$ cat src/rtl/img_window_feeder.sv
//------------------------------------------------------------------------------
// Module  : img_window_feeder
// Purpose : Sweeps an image through three row read ports and presents zero-padded 3x3 windows.
// Rev 1.0 : initial release
//------------------------------------------------------------------------------
`default_nettype none

module img_window_feeder #(
  parameter int IMG_W  = 320,
  parameter int IMG_H  = 240,
  parameter int ADDR_W = 17
) (
  input  logic              clk,
  input  logic              rst,
  input  logic              go,
  output logic              busy,
  output logic              start,
  output logic              cnt_start,
  output logic              done,
  output logic              rd_en0,
  output logic              rd_en1,
  output logic              rd_en2,
  output logic [ADDR_W-1:0] rd_addr0,
  output logic [ADDR_W-1:0] rd_addr1,
  output logic [ADDR_W-1:0] rd_addr2,
  input  logic [11:0]       rd_data0,
  input  logic [11:0]       rd_data1,
  input  logic [11:0]       rd_data2,
  output logic [35:0]       win_row0,
  output logic [35:0]       win_row1,
  output logic [35:0]       win_row2,
  output logic [ADDR_W-1:0] wr_addr,
  output logic              wr_valid
);

  localparam int KW = $clog2(IMG_W + 2);
  localparam int YW = (IMG_H > 1) ? $clog2(IMG_H) : 1;
  localparam logic [KW-1:0]     K_LAST = KW'(IMG_W + 1);
  localparam logic [KW-1:0]     K_RD   = KW'(IMG_W);
  localparam logic [KW-1:0]     K_TWO  = KW'(2);
  localparam logic [YW-1:0]     Y_LAST = YW'(IMG_H - 1);
  localparam logic [ADDR_W-1:0] W_A    = ADDR_W'(IMG_W);

  typedef enum logic [1:0] {S_IDLE, S_RUN, S_DRAIN} state_t;

  state_t                 state_q, state_d;
  logic [KW-1:0]          k_q, k_d;
  logic [YW-1:0]          y_q, y_d;
  logic [ADDR_W-1:0]      base_q, base_d;
  logic                   drain_q, drain_d;
  logic [2:0]             en_q, en_d;
  logic [2:0][11:0]       l_q, l_d, m_q, m_d, r_q, r_d;
  logic [2:0][35:0]       win_q, win_d;
  logic [ADDR_W-1:0]      wr_addr_q, wr_addr_d;
  logic                   wr_valid_q, wr_valid_d;

  logic                   run, rd_slot, last_k, last_y, win_valid;
  logic [2:0]             rd_en;
  logic [2:0][ADDR_W-1:0] rd_addr;
  logic [2:0][11:0]       rd_data, data_in;
  logic [ADDR_W-1:0]      col_a;

  always_comb begin
    state_d    = state_q;
    k_d        = k_q;
    y_d        = y_q;
    base_d     = base_q;
    drain_d    = drain_q;
    l_d        = l_q;
    m_d        = m_q;
    r_d        = r_q;

    run       = (state_q == S_RUN);
    last_k    = (k_q == K_LAST);
    last_y    = (y_q == Y_LAST);
    rd_slot   = run && (k_q < K_RD);
    win_valid = run && (k_q >= K_TWO);
    col_a     = ADDR_W'(k_q);
    rd_data   = {rd_data2, rd_data1, rd_data0};

    // Outer rows vanish at the image top/bottom; addresses stay 0 when idle.
    rd_en[0] = rd_slot && (y_q != '0);
    rd_en[1] = rd_slot;
    rd_en[2] = rd_slot && !last_y;
    rd_addr[0] = rd_en[0] ? (base_q - W_A + col_a) : '0;
    rd_addr[1] = rd_en[1] ? (base_q + col_a)       : '0;
    rd_addr[2] = rd_en[2] ? (base_q + W_A + col_a) : '0;

    for (int p = 0; p < 3; p++) begin
      data_in[p] = en_q[p] ? rd_data[p] : 12'h000;
      win_d[p]   = win_valid ? {m_q[p], r_q[p], data_in[p]} : 36'h0;
    end
    en_d       = rd_en;
    wr_addr_d  = win_valid ? (base_q + col_a - ADDR_W'(2)) : '0;
    wr_valid_d = win_valid;

    if (run) begin
      if (k_q == '0) begin
        l_d = '0;
        m_d = '0;
        r_d = '0;
      end else begin
        l_d = m_q;
        m_d = r_q;
        r_d = data_in;
      end
    end

    case (state_q)
      S_IDLE: begin
        if (go) begin
          state_d = S_RUN;
          k_d     = '0;
          y_d     = '0;
          base_d  = '0;
        end
      end
      S_RUN: begin
        k_d = k_q + KW'(1);
        if (last_k) begin
          k_d    = '0;
          y_d    = y_q + YW'(1);
          base_d = base_q + W_A;
          if (last_y) begin
            state_d = S_DRAIN;
            y_d     = '0;
            base_d  = '0;
            drain_d = 1'b0;
          end
        end
      end
      S_DRAIN: begin
        drain_d = 1'b1;
        if (drain_q) begin
          state_d = S_IDLE;
          drain_d = 1'b0;
        end
      end
      default: state_d = S_IDLE;
    endcase
  end

  always_ff @(posedge clk) begin
    if (rst) begin
      state_q    <= S_IDLE;
      k_q        <= '0;
      y_q        <= '0;
      base_q     <= '0;
      drain_q    <= 1'b0;
      en_q       <= '0;
      l_q        <= '0;
      m_q        <= '0;
      r_q        <= '0;
      win_q      <= '0;
      wr_addr_q  <= '0;
      wr_valid_q <= 1'b0;
    end else begin
      state_q    <= state_d;
      k_q        <= k_d;
      y_q        <= y_d;
      base_q     <= base_d;
      drain_q    <= drain_d;
      en_q       <= en_d;
      l_q        <= l_d;
      m_q        <= m_d;
      r_q        <= r_d;
      win_q      <= win_d;
      wr_addr_q  <= wr_addr_d;
      wr_valid_q <= wr_valid_d;
    end
  end

  // L is the oldest column; it exists only to make the shift structure explicit.
  logic unused_l;
  assign unused_l = ^l_q;

  assign start     = (state_q == S_IDLE) && go && !rst;
  assign busy      = (state_q != S_IDLE) || start;
  assign cnt_start = run && (y_q == '0) && (k_q == KW'(1));
  assign done      = run && last_y && last_k;
  assign rd_en0    = rd_en[0];
  assign rd_en1    = rd_en[1];
  assign rd_en2    = rd_en[2];
  assign rd_addr0  = rd_addr[0];
  assign rd_addr1  = rd_addr[1];
  assign rd_addr2  = rd_addr[2];
  assign win_row0  = win_q[0];
  assign win_row1  = win_q[1];
  assign win_row2  = win_q[2];
  assign wr_addr   = wr_addr_q;
  assign wr_valid  = wr_valid_q;

endmodule

`default_nettype wire

$ cat config.mk
export PLATFORM = sky130hd
export DESIGN_NAME = img_window_feeder
export DESIGN_NICKNAME = d
export VERILOG_FILES = /design/src/rtl/img_window_feeder.sv
export SDC_FILE = /design/constraint.sdc
export NUM_CORES = 1
export LEC_CHECK = 0
export CAP_MARGIN = 20
export CORE_AREA = 2 2 150 152
export CTS_CLUSTER_DIAMETER = 200
export DETAILED_ROUTE_END_ITERATION = 10
export DIE_AREA = 0 0 152 154
export GPL_ROUTABILITY_DRIVEN = 1
export PLACE_DENSITY_LB_ADDON = 0.25
export SYNTH_ARGS = -nofsm -noshare
export SYNTH_HDL_FRONTEND = slang
export SYNTH_SLANG_ARGS = --single-unit
$ cat constraint.sdc
create_clock -name clk -period 2.55 [get_ports clk]
set_clock_uncertainty 0.1 [all_clocks]
set_input_delay 0.3825 -clock clk [delete_from_list [all_inputs] [get_ports clk]]
set_output_delay 0.3825 -clock clk [all_outputs]
set_load 0.01 [all_outputs]
==> results_dict.tcl, run 1 <==
set metrics [dict create \
    antenna_found_initial 0 \
    clock-root-buffer "clkbuf_16" \
    power_density_nw_per_um2 530.0 \
    avgSynthCellArea_sq_um 9.304 \
    port-buffer-count 222 \
    grt_pass1_vias 8758 \
    cts_tree "done" \
    syn2layout_area_growth_pct 59.73 \
    vias_per_cell 5.354 \
    nNetsFinal 1522 \
    ys_warn_count 0 \
    clock_sinks 232 \
    place_ws_ps -683.6 \
    ys_types 67 \
    gp_congestion 0.9414 \
    vdd_ir_drop_max_mv 0.3819 \
    globalRouteTotalUtil 0.2284 \
    initial_core_util 0.4466 \
    grt_setup_unrepaired "yes" \
    end_kind "output port" \
    holdWs_ps 298.1 \
    path_max_fanout 3 \
    syn_area_sq_um 9686 \
    synth-async-reset-ratio 0 \
    fin_util 0.7133 \
    p_int_w 0.006265 \
    p_sw_w 0.001935 \
    num_rows 54 \
    clock_latency_ps 500 \
    maxSlewHeadroom 0.4005 \
    use_met2 0.3983 \
    pin_count 223 \
    hp-class "primary input to flop" \
    arrival_ps 2720 \
    synth-seq-cells 232 \
    syn-instance-count 1041 \
    die_w_microns 152 \
    grt-ovfl-total 0 \
    period_needed_ps 3200 \
    violations "setup timing" \
    p_seq_frac 0.447 \
    fmaxAchievable_mhz 312.5 \
    die-area_sq_um 23410 \
    grt.busiest_layer "met2" \
    worst_pin_slew_ps 898.0 \
    fill_cells 1521 \
    setup_viol 52 \
    p_leak_nw 6.546 \
    cp-start-kind "flop" \
    dr.pass1.iters 5 \
    drc 0 \
    htreeDepth 1 \
    setup_ws_ps -649.7 \
    synth_seq_area_share 0.4795 \
    grt_pass1_wl_mm 44.89 \
    drive_gt1_frac 0.3198 \
    finalCritPeriodShare 1.255 \
    synth_edf_count 0 \
    worst-setup-path-type "flop to output port" \
    vias 9284 \
    core_region_area_sq_um 21690 \
    cts_inserted_buffers 24 \
    first_iter_violations 505 \
    wl_per_cell_microns 17.90 \
    hold_viol 0 \
    grt_max_degree 110 \
    met3_usage 0.03608 \
    slew_viol_final 0 \
    routed_wl_mm 31.04 \
    p_comb_frac 0.105 \
    antenna_left 0 \
    n_antenna_cell 0 \
    required_ps 2070 \
    clkTransAtPathRegs_ps 60 \
    clockBufferDepth 3 \
    dp_hpwl_mm 18.45 \
    pwr-share-clk 0.448 \
    switching_share 0.2360 \
    use_met1 0.2885 \
    die_y_microns 154 \
    status "complete, but fails checks" \
    synth-main-ff-cell "dfxtp_1" \
    max-cap-violations 0 \
]
-- layout make-up --
type | instances | area (sq um) | share of cell area
clock buffers | 29 | 680.7 | 0.04400
clock inverters | 14 | 166.4 | 0.01076
multi-input cells | 731 | 5718 | 0.3696
repair buffers | 417 | 3769 | 0.2436
inverters | 31 | 123.9 | 0.008006
well taps | 280 | 350.3 | 0.02264
flip-flops and latches | 232 | 4663 | 0.3014
-- timing repair --
item / CTS / global route
setup endpoints to repair: 63 / 59
gates resized for setup: 316 / 171
pin swaps: 65 / 79
hold buffers: 0 / 0
setup buffers: 38 / 39
-- metal layers --
layer / routed length [microns] / vias up
met1: 12730 / 4417
met5: 0 / -
li1: - / 4362
met4: 1389 / 0
met2: 15020 / 394
met3: 1900 / 111
-- registers in the layout (all words and copies together), names as in the netlist --
register	cells
m_q	36
r_q	36
win_row0	36
win_row1	36
win_row2	36
wr_addr	17
base_q	11
k_q	9
y_q	8
en_q	3
state_q	2
drain_q	1
wr_valid	1
-- worst paths after layout --
check	to	start	slack [ps]	cells past startpoint
max	rd_addr0[13]	k_q[6]$_SDFFE_PP0P_	-650	14
min reg2reg	win_row1[32]$_SDFF_PP0_	m_q[20]$_SDFFE_PP0P_	350	1
max reg2reg	wr_addr[16]$_SDFF_PP0_	base_q[7]$_SDFFE_PP0P_	-330	15
min	k_q[5]$_SDFFE_PP0P_	rst	300	3
-- power by group through the flow --
stage / clock network, W / registers (W) / logic (W)
2_1_floorplan: 0 / 0.00374 / 0.000320
3_3_place_gp: 0 / 0.00374 / 0.000608
3_5_place_dp: 0 / 0.00374 / 0.000616
4_1_cts: 0.00373 / 0.00366 / 0.000711
5_1_grt: 0.00388 / 0.00366 / 0.000915
6_report: 0.00367 / 0.00366 / 0.000863
-- worst max-delay path: stages (launching register included) --
cell and delay (ps):
dfxtp_4 360, buf_6 120, inv_4 60, ha_4 150, inv_2 50, ha_4 160
buf_6 120, a21o_1 170, a21o_1 190, a21oi_4 210, nor2_2 60, a211oi_2 230
xor2_1 160, nor2_1 50, buf_2 130
-- cells in the mapped netlist (26+ instances only) --
cell	count	area [sq um]
dfxtp_1	232	4644
nor2_1	176	660.6
and2_1	77	481.7
clkbuf_1	53	198.9
and3_1	43	269.0
ha_1	43	538.0
a21oi_1	41	205.2
a22oi_1	41	307.8
a32oi_1	36	315.3
nand2_1	34	127.6
xnor2_1	33	289.0
nor3_1	29	145.1
inv_1	26	97.59
-- placed cells by master, fill, tap and decap left out, types with 30 or more instances in the layout --
master           count
buf_6               60
a32oi_1             36
and3_1              38
and2_1              75
nor2_1             156
a21oi_1             30
a22oi_1             40
dfxtp_1            223
buf_4              144
buf_2               35
clkdlybuf4s50_1    165
-- through the flow --
step	setup TNS [ps]	power (W)	cell area, sq um	cells
finish	-18490	0.008200	15470	1734
global route	-22970	0.008459	15470	1734
CTS	-16970	0.008102	14650	1715
detailed placement	-12930	0.004360	13220	1635
global placement	-12190	0.004351	13220	1635
floorplan	-16.67	0.004056	9781	1052
-- cells by family after synthesis --
kind of cell	Yosys count	share of synthesized area
AO/OA/AOI/OAI	195	0.1449
XOR/XNOR	56	0.05490
adder cells (fa/ha/maj)	46	0.06175
buffers and inverters	89	0.03591
flip-flops	232	0.4795
other	2	0.0007754
AND/OR/NAND/NOR	421	0.2222
No activity file was read; power rests on OpenSTA's default activity.
==> run 2, diff against run 1 <==
--- a/config.mk
+++ b/config.mk
@@ -6,12 +6,12 @@
 export NUM_CORES = 1
 export LEC_CHECK = 0
 export CAP_MARGIN = 20
-export CORE_AREA = 2 2 150 152
+export CORE_AREA = 2 2 175 177
 export CTS_CLUSTER_DIAMETER = 200
 export DETAILED_ROUTE_END_ITERATION = 10
-export DIE_AREA = 0 0 152 154
+export DIE_AREA = 0 0 177 179
 export GPL_ROUTABILITY_DRIVEN = 1
-export PLACE_DENSITY_LB_ADDON = 0.25
+export PLACE_DENSITY = 0.59
 export SYNTH_ARGS = -nofsm -noshare
 export SYNTH_HDL_FRONTEND = slang
 export SYNTH_SLANG_ARGS = --single-unit
==> results_dict.tcl, run 2 (synthesis gave the netlist of run 1 again) <==
set metrics [dict create \
    period_needed_ps 3140 \
    cts_tree "done" \
    pin_count 223 \
    fill_cells 2741 \
    r2r_end "wr_addr[14]$_SDFF_PP0_" \
    dr.pass1.iters 4 \
    end_kind "output port" \
    setup_ws_ps -590.1 \
    gp_congestion 0.8587 \
    clock_sinks 232 \
    antenna_found_initial 0 \
    hp-class "primary input to flop" \
    first_iter_violations 460 \
    clkTransAtPathRegs_ps 70 \
    rr_worst_depth 11 \
    place_ws_ps -618.9 \
    fmaxAchievable_mhz 318.5 \
    core_region_area_sq_um 30030 \
    path_max_fanout 4 \
    worst-setup-path-type "flop to output port" \
    hold_viol 0 \
    clock-root-buffer "clkbuf_16" \
    clock_latency_ps 520 \
    drive_gt1_frac 0.3061 \
    globalRouteTotalUtil 0.1772 \
    arrival_ps 2660 \
    n_antenna_cell 0 \
    grt_pass1_vias 8439 \
    port-buffer-count 222 \
    violations "setup timing" \
    r2r-start "base_q[6]$_SDFFE_PP0P_" \
    cp-start-kind "flop" \
    num_rows 64 \
    initial_core_util 0.3225 \
    worst_pin_slew_ps 904.2 \
    grt_max_degree 101 \
    vdd_ir_drop_max_mv 0.3505 \
    cp-startpoint "base_q[6]$_SDFFE_PP0P_" \
    wl_per_cell_microns 15.81 \
    mostFrequentLayoutCell "dfxtp_1" \
    power_density_nw_per_um2 540.8 \
    antenna_left 0 \
    nNetsFinal 1536 \
    clockBufferDepth 3 \
    drc 0 \
    seqCellArea_sq_um 4661 \
    postCtsHoldBufs 0 \
    vias 8966 \
    maxSlewHeadroom 0.3972 \
    vias_per_cell 4.805 \
    grt_setup_unrepaired "yes" \
    routed_wl_mm 29.49 \
    grt_pass1_wl_mm 44.93 \
    multi_input_area_sq_um 5557 \
    die-area_sq_um 31680 \
    setup_tns_ps -14350 \
    status "complete, but fails checks" \
    setup_viol 49 \
    max-cap-violations 0 \
    cts_inserted_buffers 25 \
    final_cell_mix "dfxtp_1 (223), buf_4 (165), nor2_1 (164), clkdlybuf4s50_1 (163), and2_1 (76)" \
    die_y_microns 179 \
    r2r_slack_ps -80 \
    die_w_microns 177 \
    syn2layout_area_growth_pct 59.99 \
    crit_end "rd_addr0[16]" \
    required_ps 2070 \
    p_leak_nw 6.535 \
    dp_hpwl_mm 19.97 \
    htreeDepth 1 \
    finalCritPeriodShare 1.231 \
    grt-ovfl-total 0 \
    slew_viol_final 0 \
]
## run 2: area by class of cell
type	instances	area share
inverter	31	0.007671
clock inverter	14	0.01365
tap	396	0.03197
sequential	232	0.3008
clock buffer	32	0.04465
timing repair buffer	430	0.2427
multi-input combinational	731	0.3586
## run 2: worst min path at each step
stage               cells past startpoint  slack, ps                       to                 from
CTS                                     3        330   base_q[8]$_SDFFE_PP0P_                  rst
finish                                  3        350  state_q[1]$_SDFFE_PP0P_                  rst
global placement                        1        330  win_row0[32]$_SDFF_PP0_  m_q[8]$_SDFFE_PP0P_
floorplan                               1        330  win_row0[24]$_SDFF_PP0_  m_q[0]$_SDFFE_PP0P_
global route                            3        350  state_q[1]$_SDFFE_PP0P_                  rst
detailed placement                      1        340  win_row0[33]$_SDFF_PP0_  m_q[9]$_SDFFE_PP0P_
## run 2: metal layers
metal  track usage  vias up  routed length [microns]
li1              -     4392                        -
met1        0.2157     4273                    12560
met2        0.3181      255                    14510
met3       0.02523       46                     1630
met4       0.06198        0                      798
met5             0        -                        0
## run 2: repair_timing
| action | in CTS | in global routing |
|---|---|---|
| gates cloned | 1 | 0 |
| gates resized for setup | 332 | 95 |
| setup buffers | 49 | 31 |
| setup endpoints to repair | 65 | 64 |
| pin swaps | 70 | 63 |
## run 2: through the flow
step	std cells	util	instance area [sq um]	hold slack (ps)	total power, W
global route	1866	0.5160	15500	347.9	0.008667
floorplan	1052	-	9781	330.2	0.004056
detailed placement	1763	0.4475	13440	339.9	0.004369
CTS	1851	0.5023	15080	325.6	0.008410
global placement	1763	0.4475	13440	334.3	0.004368
finish	1866	0.5160	15500	349.3	0.008381
## run 2: report_power, final
part	total, W	internal, W	switching (W)	leakage [nW]
clock	0.00392	0.00243	0.00148	0.440
combinational	0.000804	0.000381	0.000423	4.22
sequential	0.00366	0.00364	0.0000213	1.87
total	0.00838	0.00645	0.00193	6.54
## run 2: worst max-delay path, stage by stage (launching register included)
cell and delay, ps:
dfxtp_4 370, fa_2 590, nand2b_1 90, a21oi_2 210, nor2_2 80, a2111oi_4 340
o31ai_2 100, xnor2_1 180, nor2_1 60, buf_2 130
